## config.mk

```make
export PLATFORM = sky130hd
export DESIGN_NAME = seq_monitor_flat
export DESIGN_NICKNAME = d
export VERILOG_FILES = /design/src/rtl/seq_monitor_if.sv /design/src/rtl/seq_monitor.sv /design/src/flat_wrapper.sv
export SDC_FILE = /design/constraint.sdc
export NUM_CORES = 1
export LEC_CHECK = 0
export BUFFER_PORTS_ARGS = -buffer_cell sky130_fd_sc_hd__buf_2
export CAP_MARGIN = 20
export CORE_MARGIN = 1.5
export CORE_UTILIZATION = 58
export CTS_CLUSTER_DIAMETER = 150
export DETAILED_ROUTE_END_ITERATION = 10
export PLACE_DENSITY = 0.82
export SLEW_MARGIN = 10
export SYNTH_ARGS = -nofsm -noshare
export SYNTH_HDL_FRONTEND = slang
export SYNTH_SLANG_ARGS = --single-unit
```

## constraint.sdc

```tcl
create_clock -name clk -period 3.4 [get_ports clk]
set_clock_uncertainty 0.05 [all_clocks]
set_input_delay 0 -clock clk [delete_from_list [all_inputs] [get_ports clk]]
set_output_delay 0 -clock clk [all_outputs]
set_load 0.01 [all_outputs]
```

## src/rtl/seq_monitor_if.sv

```systemverilog
// Sample stream into, and classification/status out of, the seq_monitor block.
// The master drives samples and observes status; the slave is the monitor.
interface seq_monitor_if #(
  parameter int WIDTH = 4,
  parameter int RUN_W = 8
);
  logic             valid;
  logic [WIDTH-1:0] value;
  logic             cls_valid;
  logic [1:0]       cls;
  logic             locked;
  logic             dir_up;
  logic [RUN_W-1:0] run_len;
  logic [RUN_W-1:0] jump_cnt;
  logic             lost;

  modport master (
    output valid, value,
    input  cls_valid, cls, locked, dir_up, run_len, jump_cnt, lost
  );

  modport slave (
    input  valid, value,
    output cls_valid, cls, locked, dir_up, run_len, jump_cnt, lost
  );
endinterface

```

## src/rtl/seq_monitor.sv

```systemverilog
// Receive-side checker for an up/down counter stream: classifies each sample
// transition, locks onto a counting direction and tracks run/jump statistics.
module seq_monitor #(
  parameter int WIDTH  = 4,
  parameter int LOCK_N = 3,
  parameter int RUN_W  = 8
) (
  input logic          clk,
  input logic          rst,
  seq_monitor_if.slave bus
);

  typedef enum logic [1:0] {EMPTY, ACQ, LOCKED} state_t;
  typedef enum logic [1:0] {CLS_HOLD = 2'd0, CLS_UP = 2'd1, CLS_DOWN = 2'd2, CLS_JUMP = 2'd3} cls_t;

  state_t           state;
  logic [WIDTH-1:0] prev;
  logic [7:0]       acq_cnt;
  cls_t             cls_q;
  logic             cls_valid_q;
  logic             locked_q;
  logic             dir_q;
  logic [RUN_W-1:0] run_q;
  logic [RUN_W-1:0] jump_q;
  logic             lost_q;

  logic [WIDTH-1:0] diff;
  cls_t             step_cls;
  logic             step_up;
  logic             continue_run;
  logic [7:0]       acq_next;
  logic [RUN_W-1:0] run_inc;
  logic [RUN_W-1:0] run_step;
  logic [RUN_W-1:0] jump_inc;

  // Modular difference makes the 15->0 and 0->15 wraps fall out as +1 / -1.
  assign diff = bus.value - prev;

  always_comb begin
    // NOTE: every always_comb output gets a default first so no path leaves it unassigned (no latch).
    step_cls = CLS_JUMP;
    if (diff == '0)
      step_cls = CLS_HOLD;
    else if (diff == WIDTH'(1))
      step_cls = CLS_UP;
    else if (diff == '1)
      step_cls = CLS_DOWN;
  end

  assign step_up  = (step_cls == CLS_UP);
  assign run_inc  = (run_q == '1) ? run_q : run_q + RUN_W'(1);
  assign jump_inc = (jump_q == '1) ? jump_q : jump_q + RUN_W'(1);

  // The first step after EMPTY or a jump adopts its own direction.
  assign continue_run = ((state == ACQ) && (acq_cnt == 8'd0)) || (step_up == dir_q);
  assign acq_next     = continue_run ? acq_cnt + 8'd1 : 8'd1;
  assign run_step     = continue_run ? run_inc : RUN_W'(1);

  always_ff @(posedge clk) begin
    if (rst) begin
      state       <= EMPTY;
      prev        <= '0;
      acq_cnt     <= '0;
      cls_q       <= CLS_HOLD;
      cls_valid_q <= 1'b0;
      locked_q    <= 1'b0;
      dir_q       <= 1'b0;
      run_q       <= '0;
      jump_q      <= '0;
      lost_q      <= 1'b0;
    end else begin
      // NOTE: non-blocking throughout; these pulse defaults are overridden by later assignments in this block.
      cls_valid_q <= 1'b0;
      lost_q      <= 1'b0;
      if (bus.valid) begin
        prev <= bus.value;
        case (state)
          EMPTY: begin
            state   <= ACQ;
            acq_cnt <= '0;
          end
          ACQ: begin
            cls_valid_q <= 1'b1;
            cls_q       <= step_cls;
            if (step_cls == CLS_JUMP) begin
              acq_cnt <= '0;
              run_q   <= '0;
              jump_q  <= jump_inc;
            end else if (step_cls != CLS_HOLD) begin
              dir_q   <= step_up;
              acq_cnt <= acq_next;
              run_q   <= run_step;
              if (acq_next >= 8'(LOCK_N)) begin
                state    <= LOCKED;
                locked_q <= 1'b1;
              end
            end
          end
          LOCKED: begin
            cls_valid_q <= 1'b1;
            cls_q       <= step_cls;
            if (step_cls == CLS_JUMP) begin
              state    <= ACQ;
              acq_cnt  <= '0;
              locked_q <= 1'b0;
              lost_q   <= 1'b1;
              run_q    <= '0;
              jump_q   <= jump_inc;
            end else if (step_cls != CLS_HOLD) begin
              dir_q <= step_up;
              run_q <= run_step;
            end
          end
          default: state <= EMPTY;
        endcase
      end
    end
  end

  assign bus.cls_valid = cls_valid_q;
  assign bus.cls       = cls_q;
  assign bus.locked    = locked_q;
  assign bus.dir_up    = dir_q;
  assign bus.run_len   = run_q;
  assign bus.jump_cnt  = jump_q;
  assign bus.lost      = lost_q;

endmodule

```

## src/flat_wrapper.sv

```systemverilog
// flat-port wrapper written by rule: the top's interface ports become plain ports
module seq_monitor_flat 
#(
  parameter int WIDTH  = 4,
  parameter int LOCK_N = 3,
  parameter int RUN_W  = 8
)
  (clk, rst, bus_valid, bus_value, bus_cls_valid, bus_cls, bus_locked, bus_dir_up, bus_run_len, bus_jump_cnt, bus_lost);
  seq_monitor_if #(.WIDTH(WIDTH), .RUN_W(RUN_W)) bus_i ();
  input logic clk;
  input logic rst;
  input wire logic [$bits(bus_i.valid)-1:0] bus_valid;
  input wire logic [$bits(bus_i.value)-1:0] bus_value;
  output wire logic [$bits(bus_i.cls_valid)-1:0] bus_cls_valid;
  output wire logic [$bits(bus_i.cls)-1:0] bus_cls;
  output wire logic [$bits(bus_i.locked)-1:0] bus_locked;
  output wire logic [$bits(bus_i.dir_up)-1:0] bus_dir_up;
  output wire logic [$bits(bus_i.run_len)-1:0] bus_run_len;
  output wire logic [$bits(bus_i.jump_cnt)-1:0] bus_jump_cnt;
  output wire logic [$bits(bus_i.lost)-1:0] bus_lost;
  assign bus_i.valid = bus_valid;
  assign bus_i.value = bus_value;
  assign bus_cls_valid = bus_i.cls_valid;
  assign bus_cls = bus_i.cls;
  assign bus_locked = bus_i.locked;
  assign bus_dir_up = bus_i.dir_up;
  assign bus_run_len = bus_i.run_len;
  assign bus_jump_cnt = bus_i.jump_cnt;
  assign bus_lost = bus_i.lost;
  seq_monitor #(.WIDTH(WIDTH), .LOCK_N(LOCK_N), .RUN_W(RUN_W)) u_core (.clk(clk), .rst(rst), .bus(bus_i));
endmodule
```

==> summary.md <==
| Metric | Value |
|---|---|
| Vias | `2242` |
| Crit path time final | `2810 ps` |
| # IOs | `29` |
| Top-area cell type share of the netlist area | `0.318` |
| Largest net degree at the start of global routing | `32` |
| RSZ-0062 raised after global routing | `no` |
| Comb pwr share | `0.265` |
| Worst R2R Path Depth | `9` |
| Leading area contributor after synthesis | `dfxtp_1` |
| Placer Congestion | `0.871` |
| Nets | `329` |
| Hold Crit Start | `bus_value[1]` |
| Post-synth EDFFs | `0` |
| Sequential area share after synthesis | `0.318` |
| Cells after Synth | `286` |
| H-Tree Depth | `2` |
| Num rows | `22` |
| Clk root buf | `clkbuf_8` |
| Mapped Area | `2270 um^2` |
| Drt pass-1 iters | `5` |
| Required @ worst endpoint | `3560 ps` |
| Beginning of the critical path | `bus_value[0]` |
| Reg2reg setup slack | `660 ps` |
| Crit Path Category | `in -> reg` |
| Worst Hold Class | `in -> reg` |
| Clk_lat worst skew | `290 ps` |
| Clock Power Share | `0.326` |
| Fillers | `343` |
| Worst hold slack | `-4.72 ps` |
| Mapped Nets | `304` |
| CTS tree | `yes` |
| Total gr overflow | `0` |
| GRT Overall Usage | `0.276` |
| Final cycle utilization of the critical path | `0.827` |
| Commonest non-fill, non-tap cell in the layout | `dfxtp_1` |
| Setup bufs post-CTS | `0` |
| Leading cell types in the layout, fill and taps excluded | `dfxtp_1, buf_2, nor2_1` |
| Vias/cell | `6.23` |
| Synth Register Bits | `36` |
| Multi-input logic area | `1410 um^2` |
| Status | `finished, violations left` |
| Initial antenna violation count | `0` |
| Initial drt markers | `295` |
| Worst Path Arrival | `2970 ps` |
| Worst Hold Depth | `3` |
| Wire length of the first global-routing pass | `9.36 mm` |
| Post-DRT Antenna Nets | `0` |
| Placed cell area | `2410 um^2` |
| Sw power | `0.371 mW` |
| DP HPWL | `3.70 mm` |
| Max-slew violation count | `0` |
| CP startpoint kind | `primary input` |
| Die span in y | `65.6 um` |
| CP endpoint kind | `flop` |
| Pwr/cell area | `449 nW/um^2` |
| Slew @ Worst Pin | `606 ps` |
| Fin. Hold Viols | `1` |
| Setup TNS | `0 ps` |
| Area Overhead vs Synth | `12.1%` |
| Drc violations | `0` |
| Seq pwr share | `0.409` |
| Switching Share | `0.324` |
| Leak pwr | `0.974 nW` |
| Vias in the first global route | `2191` |
| Area taken by flip-flops and latches | `721 um^2` |
| WL/cell | `14.8 um` |
| Crit-path max FO | `10` |
| Clock buffer depth | `2` |
| Highest clock rate | `0.355 GHz` |
| Die width | `65.6 um` |
| Antenna Cells | `0` |
| Failing checks | `negative hold slack` |
| Worst slew margin | `0.593` |
| Power Internal | `0.773 mW` |
| Layout cells sized above 1 | `0.141` |
| Reg-to-Reg Start | `u_core.prev[0]$_SDFFE_PP0P_` |
| Clk sinks | `36` |
| Distinct cell type count after synthesis | `57` |
| Core area | `3720 um^2` |
| Port bufs | `28` |
| Top cells by area, synth | `dfxtp_1, ha_1, nor2_1` |
| Post-synth ARST share | `0` |
| Avg Cell Area, Syn | `7.94 um^2` |
| Main synth FF type | `dfxtp_1` |
| Full die area | `4300 um^2` |
| Worst VDD drop | `265 uV` |
| # setup viols final | `0` |
| Post-route cell area | `2540 um^2` |
| CTS Buf Count | `5` |
| Routed wire length | `5.34 mm` |
| Initial Utilization | `0.611` |
| Max-cap check violation count | `0` |
| Worst-path clk slew | `70 ps` |
| Ys Warns | `0` |
registers in the layout, summed over array words and instances, names as in the netlist, 2 cells and up:
signal / cells
u_core.bus.run_len: 8
u_core.state: 2
u_core.prev: 4
u_core.bus.cls: 2
u_core.bus.jump_cnt: 8
u_core.acq_cnt: 8
metal layers:
| metal | GRT usage | part of all wire | up-vias |
|---|---|---|---|
| met5 | 0 | 0 | - |
| met4 | 0.102 | 0.018 | 0 |
| met3 | 0.0548 | 0.051 | 10 |
| met2 | 0.483 | 0.47 | 72 |
| met1 | 0.332 | 0.46 | 1047 |
| li1 | - | - | 1113 |
logic make-up (layout without fill, tap and decap cells):
group | count (synthesis) | in the layout | share of synthesized area
adder cells (fa/ha/maj) | 11 | 11 | 0.0639
multiplexers | 10 | 10 | 0.0458
AO/OA/AOI/OAI | 69 | 69 | 0.202
AND/OR/NAND/NOR | 121 | 121 | 0.283
XOR/XNOR | 6 | 6 | 0.0265
flip-flops | 36 | 36 | 0.318
buffers and inverters | 33 | 59 | 0.0612
repair_timing:
item	4_1_cts	5_1_grt
hold buffers	3	0
gates resized for setup	0	0
setup endpoints to repair	0	0
endpoints found under the hold margin	3	0
critical path, stage by stage:
cell           delay, ps
dlygate4sd3_1        530
buf_2                130
inv_1                 50
ha_1                 160
inv_1                 60
fa_1                 410
xor2_2               280
nand3b_1             130
or3_1                460
nand2_1              320
nand3_1              220
o221ai_1             220
cells in the mapped netlist (4+ instances only):
master and number:
nand4_1 16, a21oi_1 18, nor2_1 27, o21ai_0 13
inv_1 20, dfxtp_1 36, nand3_1 14, o31ai_1 4
ha_1 10, a31oi_1 7, clkbuf_1 7, mux2i_1 7
or4_1 4, nand2_1 21, nor3_1 15
stage by stage:
step | power [mW] | hold slack [ps] | setup WS [ps] | util | std cells
final | 1.14 | -4.72 | 587 | 0.685 | 360
after global routing | 1.21 | 11.4 | 361 | 0.685 | 360
after CTS | 1.14 | 0.780 | 612 | 0.685 | 360
after detailed placement | 0.772 | 222 | 700 | 0.647 | 349
after floorplan | 0.706 | 68.3 | 884 | - | 286
after global placement | 0.765 | 205 | 790 | 0.647 | 349
layout make-up:
class                      instances  area share
multi-input combinational        217       0.554
sequential                        36       0.283
timing repair buffer              31      0.0669
inverter                          20      0.0295
clock buffer                       6      0.0285
tap                               48      0.0236
clock inverter                     2      0.0138
path summary, 6_finish.rpt:
path	endpoint
setup / recovery	u_core.acq_cnt[3]$_SDFFE_PP0P_
setup reg to reg	u_core.acq_cnt[3]$_SDFFE_PP0P_
hold reg to reg	u_core.prev[2]$_SDFFE_PP0P_
hold / removal	u_core.prev[1]$_SDFFE_PP0P_
power by group through the flow:
stage	logic, mW	registers [mW]	clock network [mW]
final	0.302	0.468	0.373
after global routing	0.342	0.472	0.393
after CTS	0.301	0.468	0.375
after detailed placement	0.295	0.477	0
after global placement	0.289	0.476	0
after floorplan	0.224	0.482	0
Note: power is estimated with default switching activity, not from simulation.
